[config.mk]
export PLATFORM = sky130hd
export DESIGN_NAME = alu_arbiter
export DESIGN_NICKNAME = d
export VERILOG_FILES = /design/src/rtl/cpu_package.sv /design/src/rtl/alu_arbiter_rr_arbiter.sv /design/src/rtl/alu_arbiter.sv
export SDC_FILE = /design/constraint.sdc
export NUM_CORES = 1
export LEC_CHECK = 0
export BUFFER_PORTS_ARGS = -buffer_cell sky130_fd_sc_hd__buf_2
export CORE_MARGIN = 1.5
export CORE_UTILIZATION = 50
export CTS_BUF_LIST = sky130_fd_sc_hd__clkbuf_16
export DETAILED_ROUTE_END_ITERATION = 10
export PLACE_DENSITY = 0.87
export REMOVE_ABC_BUFFERS = 1
export SYNTH_ARGS = -nofsm -noshare
export SYNTH_HDL_FRONTEND = slang
export SYNTH_HIERARCHICAL = 1
export SYNTH_SLANG_ARGS = --single-unit
[constraint.sdc]
create_clock -name clk -period 7.5 [get_ports clk]
set_clock_uncertainty 0.15 [all_clocks]
set_input_delay 0.375 -clock clk [delete_from_list [all_inputs] [get_ports clk]]
set_output_delay 0.375 -clock clk [all_outputs]
set_load 0.02 [all_outputs]
[src/rtl/cpu_package.sv]
// Shared CPU types: datapath width, ALU opcode/flag types and the ALU arbiter state encoding.
package CPU_package;

    localparam int DATA_WIDTH  = 8;
    localparam int ARB_NUM_REQ = 4;

    typedef enum logic [2:0] {
        ALU_ADD,
        ALU_ADC,
        ALU_SUB,
        ALU_AND,
        ALU_OR,
        ALU_XOR
    } enum_alu_opcode_t;

    typedef struct packed {
        logic carry;
        logic zero;
        logic negative;
        logic overflow;
    } struct_alu_flag_t;

    typedef enum logic [1:0] {
        IDLE,
        EXEC,
        RESP
    } enum_arb_state_t;

endpackage

[src/rtl/alu_arbiter_rr_arbiter.sv]
// Combinational round-robin search: first requester after last_grant, wrapping modulo N.
module rr_arbiter #(
    parameter int N     = 4,
    parameter int IDX_W = $clog2(N)
) (
    input  logic [N-1:0]     req,
    input  logic [IDX_W-1:0] last_grant,
    output logic [N-1:0]     grant,
    output logic [IDX_W-1:0] grant_idx,
    output logic             any_grant
);

    logic [IDX_W-1:0] cand;

    always_comb begin
        grant     = '0;
        grant_idx = '0;
        any_grant = 1'b0;
        cand      = '0;
        // k runs 1..N so last_grant itself is considered last
        for (int k = 1; k <= N; k++) begin
            cand = IDX_W'((int'(last_grant) + k) % N);
            if (!any_grant && req[cand]) begin
                any_grant   = 1'b1;
                grant_idx   = cand;
                grant[cand] = 1'b1;
            end
        end
    end

endmodule

[src/rtl/alu_arbiter.sv]
// Shares one external combinational ALU among NUM_REQ requesters; registered operands,
// held response, and a per-requester carry bit for chained multi-word arithmetic.
module alu_arbiter
    import CPU_package::*;
#(
    parameter int NUM_REQ = ARB_NUM_REQ,
    parameter int IDX_W   = $clog2(NUM_REQ)
) (
    input  logic                                 clk,
    input  logic                                 rst_n,
    input  logic [NUM_REQ-1:0]                   req_valid,
    output logic [NUM_REQ-1:0]                   req_ready,
    input  logic [NUM_REQ-1:0][DATA_WIDTH-1:0]   req_a,
    input  logic [NUM_REQ-1:0][DATA_WIDTH-1:0]   req_b,
    input  enum_alu_opcode_t [NUM_REQ-1:0]       req_opcode,
    input  logic [NUM_REQ-1:0]                   req_mode,
    input  logic [NUM_REQ-1:0]                   req_use_carry,
    output logic [DATA_WIDTH-1:0]                alu_a,
    output logic [DATA_WIDTH-1:0]                alu_b,
    output logic                                 alu_carry_in,
    output enum_alu_opcode_t                     alu_op,
    output logic                                 alu_mode_o,
    input  logic [DATA_WIDTH-1:0]                alu_result,
    input  struct_alu_flag_t                     alu_flag,
    output logic                                 rsp_valid,
    input  logic                                 rsp_ready,
    output logic [IDX_W-1:0]                     rsp_id,
    output logic [DATA_WIDTH-1:0]                rsp_data,
    output struct_alu_flag_t                     rsp_flag,
    output logic                                 busy
);

    enum_arb_state_t     state_q, state_d;
    logic [NUM_REQ-1:0]  grant;
    logic [IDX_W-1:0]    grant_idx;
    logic                any_grant;
    logic [IDX_W-1:0]    last_grant;
    logic [IDX_W-1:0]    id_q;
    logic [NUM_REQ-1:0]  carry_q;

    rr_arbiter #(
        .N     (NUM_REQ),
        .IDX_W (IDX_W)
    ) u_rr_arbiter (
        .req        (req_valid),
        .last_grant (last_grant),
        .grant      (grant),
        .grant_idx  (grant_idx),
        .any_grant  (any_grant)
    );

    always_ff @(posedge clk or negedge rst_n) begin
        if (!rst_n) begin
            state_q <= IDLE;
        end else begin
            state_q <= state_d;
        end
    end

    always_comb begin
        state_d = state_q;
        case (state_q)
            IDLE:    if (any_grant) state_d = EXEC;
            EXEC:    state_d = RESP;
            RESP:    if (rsp_ready) state_d = IDLE;
            default: state_d = IDLE;
        endcase
    end

    assign req_ready = (state_q == IDLE) ? grant : '0;
    assign rsp_valid = (state_q == RESP);
    assign rsp_id    = id_q;
    assign busy      = (state_q != IDLE);

    always_ff @(posedge clk or negedge rst_n) begin
        if (!rst_n) begin
            alu_a        <= '0;
            alu_b        <= '0;
            alu_carry_in <= 1'b0;
            alu_op       <= ALU_ADD;
            alu_mode_o   <= 1'b0;
            id_q         <= '0;
            last_grant   <= IDX_W'(NUM_REQ - 1);
            carry_q      <= '0;
            rsp_data     <= '0;
            rsp_flag     <= '0;
        end else begin
            if (state_q == IDLE && any_grant) begin
                alu_a        <= req_a[grant_idx];
                alu_b        <= req_b[grant_idx];
                alu_op       <= req_opcode[grant_idx];
                alu_mode_o   <= req_mode[grant_idx];
                alu_carry_in <= req_use_carry[grant_idx] & carry_q[grant_idx];
                id_q         <= grant_idx;
                last_grant   <= grant_idx;
            end
            if (state_q == EXEC) begin
                rsp_data <= alu_result;
                rsp_flag <= alu_flag;
                // logic ops must not disturb a carry chain in progress
                if (!alu_mode_o) begin
                    carry_q[id_q] <= alu_flag.carry;
                end
            end
        end
    end

endmodule

==> impl_metrics.json, run 1 <==
{
  "status": "completed",
  "relSlewSlack_pct": 22.1,
  "final_common_cell": "buf_2",
  "rr_worst_depth": 9,
  "grt_pass1_vias": 2588,
  "p_leak_nw": 1.87,
  "vdd_drop_max_v": 0.000190,
  "setup.worst_path.end_class": "register",
  "path_class": "register to register",
  "utilization_pct": 67.6,
  "yosysSeqAreaShare_pct": 38.0,
  "setup_viol": 0,
  "critPathRequiredTime_ns": 7.51,
  "worst-r2r-setup-slack_ns": 3.46,
  "wire_per_inst_um": 14.8,
  "via_count": 2625,
  "antenna_left": 0,
  "htreeDepth": 2,
  "crit_fanout": 21,
  "drt-total-wl_mm": 7.02,
  "place_hpwl_mm": 5.33,
  "cts_sinks": 43,
  "post_cts.repair.setup_buffers": 0,
  "slowest_delay_ns": 0.81,
  "place_congestion": 0.887,
  "grt_pass1_wl_mm": 11.4,
  "synth-seq-cells": 43,
  "grt-ovfl-total": 0,
  "powerDensity_nw_per_um2": 447,
  "dr.pass1.iters": 4,
  "drv_cap": 0,
  "fmax_mhz": 248,
  "syn-cell-area_sq_um": 2840,
  "post-route-period-util_pct": 53.9,
  "synth.avg_cell_area_sq_um": 10.6,
  "drive_gt1_share_pct": 49.4,
  "netlist_instances": 268,
  "die_h_um": 78.3,
  "critPathLaunchType": "register",
  "cts_inserted_buffers": 5,
  "finalNetCount": 511,
  "area_growth_pct": 30.5,
  "cts_buffer_depth": 2,
  "cp_slowest_cell": "dfstp_2",
  "cts_hold_buffers": 0,
  "path_cells": "inv_1 > ha_1 > inv_1 > a311o_1 > a221oi_4 > buf_4 > mux4_2 > nand2_1 > nand2_1",
  "synth.distinct_cells": 40,
  "insertion_delay_ns": 0.28,
  "post-route-drc-count": 0,
  "viasPerCell": 5.55,
  "io_buffers": 143,
  "tns_ns": 0,
  "rsz0062_at_grt": "no",
  "reg2reg_to": "alu_a[1]",
  "die_x_um": 78.3,
  "layout_common_cells": "buf_2, nand2_1, dfrtp_1, mux4_2, mux2_2",
  "track_usage_pct": 23.7,
  "drv_slew": 0,
  "dieArea_sq_um": 6130,
  "antennaDiodeCount": 0,
  "arrival_ns": 4.05,
  "core_sq_um": 5470,
  "clk_pin_slew_worst_paths_ns": 0.06,
  "rows": 27,
  "hold_viol_final": 0,
  "worstMarginPinSlew_ns": 1.17,
  "root_buffer": "clkbuf_16",
  "io_pins": 144,
  "fill_cells": 460,
  "drtIter0Drc": 199,
  "initial_core_util_pct": 51.8,
  "grt_start_max_net_pins": 44,
  "post_cts_resized": 0,
  "reg2reg_from": "last_grant[0]",
  "antenna_found_initial": 0,
  "post-route-min-period_ns": 4.04,
  "yosysWarnings": 6,
  "cts_tree": "yes",
  "holdCritPathClass": "primary input to async pin"
}
-- logic make-up after synthesis --
| group | after synthesis | share of synthesized area, % |
|---|---|---|
| and+or+nand+nor | 112 | 18.3 |
| buffers and inverters | 30 | 6.09 |
| muxes | 42 | 25.3 |
| adders and majority gates | 8 | 3.53 |
| DFF | 43 | 38.0 |
| AOI/OAI and AO/OA | 33 | 8.74 |
-- worst max-delay path, delay by kind of cell, from the launching register on --
kind | cells | cell delay [ns]
compound gates | 2 | 0.92
fa+ha+maj | 1 | 0.52
buf+inv | 3 | 0.83
flops | 1 | 0.81
mux | 1 | 0.54
simple gates | 2 | 0.15
-- through the flow --
step                      power (mW)  instances  worst slack (ns)  cell area (sq um)  hold WS [ns]
after global routing            1.77        473              3.17               3700         0.151
final                           1.65        473              3.46               3700        0.0786
after global placement          1.41        465              3.61               3550         0.303
after CTS                       1.66        473              3.46               3700         0.115
after detailed placement        1.44        465              3.46               3550         0.310
after floorplan                 1.15        249              1.72               2710       -0.0706
-- layout make-up --
type | count | area, sq um | area share [%]
Multi-Input combinational cell | 195 | 1610 | 43.6
Sequential cell | 43 | 1080 | 29.2
Timing Repair Buffer | 144 | 723 | 19.6
Clock buffer | 5 | 125 | 3.38
Tap cell | 72 | 90.1 | 2.44
Inverter | 11 | 42.5 | 1.15
Clock inverter | 3 | 25.0 | 0.677
-- routing by layer --
metal	track usage, %	wire length [um]
met5	0	0
met3	5.35	479
met1	26.0	2730
met4	8.75	85
met2	44.3	3730
-- where the power goes --
part	total, mW	internal, mW	switching, mW
Combinational	0.992	0.435	0.557
Sequential	0.445	0.356	0.0897
Clock	0.215	0.124	0.0902
Total	1.65	0.915	0.737
-- worst max-delay path by stage --
| stage | slack, ns | to | depth (start not counted) | start |
|---|---|---|---|---|
| after floorplan | 1.72 | alu_a[0] | 9 | last_grant[0] |
| after global placement | 3.61 | alu_op[1] | 10 | last_grant[0] |
| after detailed placement | 3.46 | alu_b[6] | 9 | last_grant[0] |
| after CTS | 3.46 | alu_b[6] | 9 | last_grant[0] |
| after global routing | 3.17 | alu_b[7] | 9 | last_grant[0] |
| final | 3.46 | alu_a[1] | 9 | last_grant[0] |
-- state kept, by name, indices dropped and copies added, names as in the netlist --
signal / count
alu_mode_o: 1
rsp_data: 8
state_q: 2
rsp_id: 2
alu_op: 3
alu_b: 8
alu_carry_in: 1
carry_q: 4
alu_a: 8
last_grant: 2
rsp_flag: 4
-- cell usage after synthesis (all sizes together) --
cell | n | share of area [%]
nand2 | 73 | 9.7
dfrtp | 41 | 36
mux4 | 22 | 17
mux2 | 17 | 6.8
buf | 13 | 3.8
inv | 10 | 1.3
ha | 8 | 3.5
clkbuf | 6 | 0.79
nand4 | 6 | 1.3
nor2 | 6 | 0.79
a31oi | 5 | 1.1
and2 | 5 | 1.2
a2111o | 4 | 1.6
a211oi | 4 | 1.1
a21oi | 4 | 0.71
nand2b | 4 | 0.88
nand3 | 4 | 0.71
o21ai | 4 | 0.71
o31ai | 4 | 1.1
or3 | 4 | 0.88
mux2i | 3 | 1.1
a21o | 2 | 0.53
and3b | 2 | 0.62
dfstp | 2 | 1.9
nand3b | 2 | 0.53
nor3b | 2 | 0.53
or3b | 2 | 0.62
a221o | 1 | 0.35
a221oi | 1 | 0.31
a311o | 1 | 0.35
clkinv | 1 | 0.18
nor4 | 1 | 0.22
nor4bb | 1 | 0.35
o211a | 1 | 0.35
o221ai | 1 | 0.31
o311ai | 1 | 0.31
Power figures use the tool's default switching activity.
==> run 2: changes to the inputs <==
--- a/config.mk
+++ b/config.mk
@@ -7,10 +7,10 @@
 export LEC_CHECK = 0
 export BUFFER_PORTS_ARGS = -buffer_cell sky130_fd_sc_hd__buf_2
 export CORE_MARGIN = 1.5
-export CORE_UTILIZATION = 50
+export CORE_UTILIZATION = 46
 export CTS_BUF_LIST = sky130_fd_sc_hd__clkbuf_16
 export DETAILED_ROUTE_END_ITERATION = 10
-export PLACE_DENSITY = 0.87
+export PLACE_DENSITY = 0.81
 export REMOVE_ABC_BUFFERS = 1
 export SYNTH_ARGS = -nofsm -noshare
 export SYNTH_HDL_FRONTEND = slang
==> constraint.sdc (replaced) <==
create_clock -name clk -period 4.03 [get_ports clk]
set_clock_uncertainty 0.15 [all_clocks]
set_input_delay 0.2015 -clock clk [delete_from_list [all_inputs] [get_ports clk]]
set_output_delay 0.2015 -clock clk [all_outputs]
set_load 0.02 [all_outputs]
==> impl_metrics.json, run 2 (same netlist as run 1, synthesis figures left out) <==
{
  "layout_common_cells": "buf_2, nand2_1, dfrtp_1, mux4_2, mux2_2",
  "critPathLaunchType": "register",
  "vdd_drop_max_v": 0.000456,
  "powerDensity_nw_per_um2": 830,
  "route.met2.wl_mm": 4.09,
  "viasPerCell": 5.51,
  "grt_pass1_vias": 2640,
  "antennaDiodeCount": 0,
  "grt_start_max_net_pins": 44,
  "place_congestion": 0.832,
  "p_leak_nw": 1.91,
  "antenna_left": 0,
  "cts_tree": "yes",
  "dr.pass1.iters": 4,
  "final_common_cell": "buf_2",
  "post-route-period-util_pct": 91.1,
  "multi_input_area_sq_um": 1610,
  "area_growth_pct": 34.3,
  "arrival_ns": 3.68,
  "critPathRequiredTime_ns": 4.04,
  "place_hpwl_mm": 5.65,
  "startpoint": "last_grant[0]",
  "track_usage_pct": 24.1,
  "cp_slowest_cell": "dfstp_2",
  "worst-r2r-setup-slack_ns": 0.36,
  "cts_sinks": 43,
  "dp_cells": 470,
  "rsz0062_at_grt": "no",
  "status": "completed",
  "drv_cap": 0,
  "io_pins": 144,
  "fill_cells": 493,
  "hold_start": "alu_result[7]",
  "core_sq_um": 5920,
  "die_h_um": 81.5,
  "route.met3.wl_um": 492,
  "post_cts.repair.setup_buffers": 0,
  "wire_per_inst_um": 15.8,
  "die_x_um": 81.5,
  "top_layer": "met4",
  "drv_slew": 0,
  "top_regs": "alu_a (8), alu_b (8), rsp_data (8)",
  "insertion_delay_ns": 0.28,
  "hold_viol_final": 0,
  "fmax_mhz": 272,
  "worst_hold_slack_ns": 0.00664,
  "grt_pass1_wl_mm": 12.2,
  "drtIter0Drc": 190,
  "drive_gt1_share_pct": 48.7,
  "crit_fanout": 25,
  "drt-met1-wl_mm": 2.89,
  "initial_core_util_pct": 47.9,
  "root_buffer": "clkbuf_16",
  "grt-ovfl-total": 0,
  "post-route-min-period_ns": 3.67,
  "dieArea_sq_um": 6640,
  "drt-total-wl_mm": 7.70,
  "regArea_sq_um": 1080,
  "path_class": "register to register",
  "cts_inserted_buffers": 5,
  "path_cells": "inv_1 > ha_1 > inv_1 > a311o_1 > a221oi_4 > buf_12 > mux4_2 > nand2_1 > nand2_1",
  "rows": 28,
  "finalNetCount": 521,
  "relSlewSlack_pct": 36.4,
  "worstMarginPinSlew_ns": 0.953,
  "io_buffers": 143,
  "antenna_found_initial": 0,
  "instances_no_fill": 486,
  "setup_viol": 0,
  "htreeDepth": 2,
  "via_count": 2680,
  "cts_buffer_depth": 2,
  "holdCritPathClass": "primary input to register",
  "slowest_delay_ns": 0.80,
  "reg2reg_from": "last_grant[0]",
  "clk_pin_slew_worst_paths_ns": 0.06,
  "post-route-drc-count": 0,
  "setup.worst_path.end_class": "register",
  "tns_ns": 0
}
run 2: cell count changes in the layout (fill, tap and decap cells not counted), sizes merged:
| cell | before | now |
|---|---|---|
| dlygate4sd3 | 0 | 8 |
| buf | 144 | 146 |
| inv | 10 | 11 |
| clkinvlp | 1 | 2 |
| clkinv | 3 | 1 |
run 2: critical path: cells and delay by family, from the launching register on:
kind	cells	cell delay [ns]
and+or+nand+nor	2	0.19
adders and majority gates	1	0.53
DFF	1	0.80
buffers and inverters	3	0.67
AOI/OAI and AO/OA	2	0.67
muxes	1	0.52
run 2: final timing paths:
| kind | to | depth (start not counted) |
|---|---|---|
| worst max register to register | alu_a[2] | 9 |
| min in group asynchronous | rsp_flag[2] | 2 |
| worst min register to register | alu_b[7] | 2 |
| worst min-delay path | rsp_data[7] | 2 |
| worst max-delay path | alu_a[2] | 9 |
| max in group asynchronous | alu_b[7] | 2 |
run 2: final cells by class:
type,instances,share of cell area [%]
well taps,75,2.46
clock inverters,3,0.624
repair buffers,154,21.8
inverters,11,1.12
clock buffers,5,3.29
multi-input cells,195,42.4
flip-flops and latches,43,28.3
run 2: repair_timing:
| item | in CTS | in global routing |
|---|---|---|
| resized for setup | 0 | 0 |
| setup endpoints to repair | 0 | 0 |
| hold buffers | 6 | 2 |
| endpoints found under the hold margin | 46 | 2 |
run 2: power breakdown:
group | switching [mW] | leakage (nW) | total [mW] | internal (mW)
Sequential | 0.180 | 0.517 | 0.842 | 0.662
Combinational | 1.07 | 1.33 | 1.91 | 0.843
Clock | 0.175 | 0.0664 | 0.407 | 0.232
Total | 1.42 | 1.91 | 3.16 | 1.74
run 2: metal layers:
metal	global-route usage [%]	up-vias
li1	-	1248
met2	42.8	135
met5	0	-
met3	5.22	20
met4	8.45	0
met1	28.8	1277
run 2: stage by stage:
stage	utilization [%]	area, sq um	total power [mW]	setup slack [ns]
after floorplan	-	2710	2.14	-1.75
after global placement	60.5	3580	2.66	0.601
after detailed placement	60.5	3580	2.74	0.423
after CTS	64.0	3790	3.17	0.404
after global routing	64.3	3810	3.39	0.197
final	64.3	3810	3.16	0.358
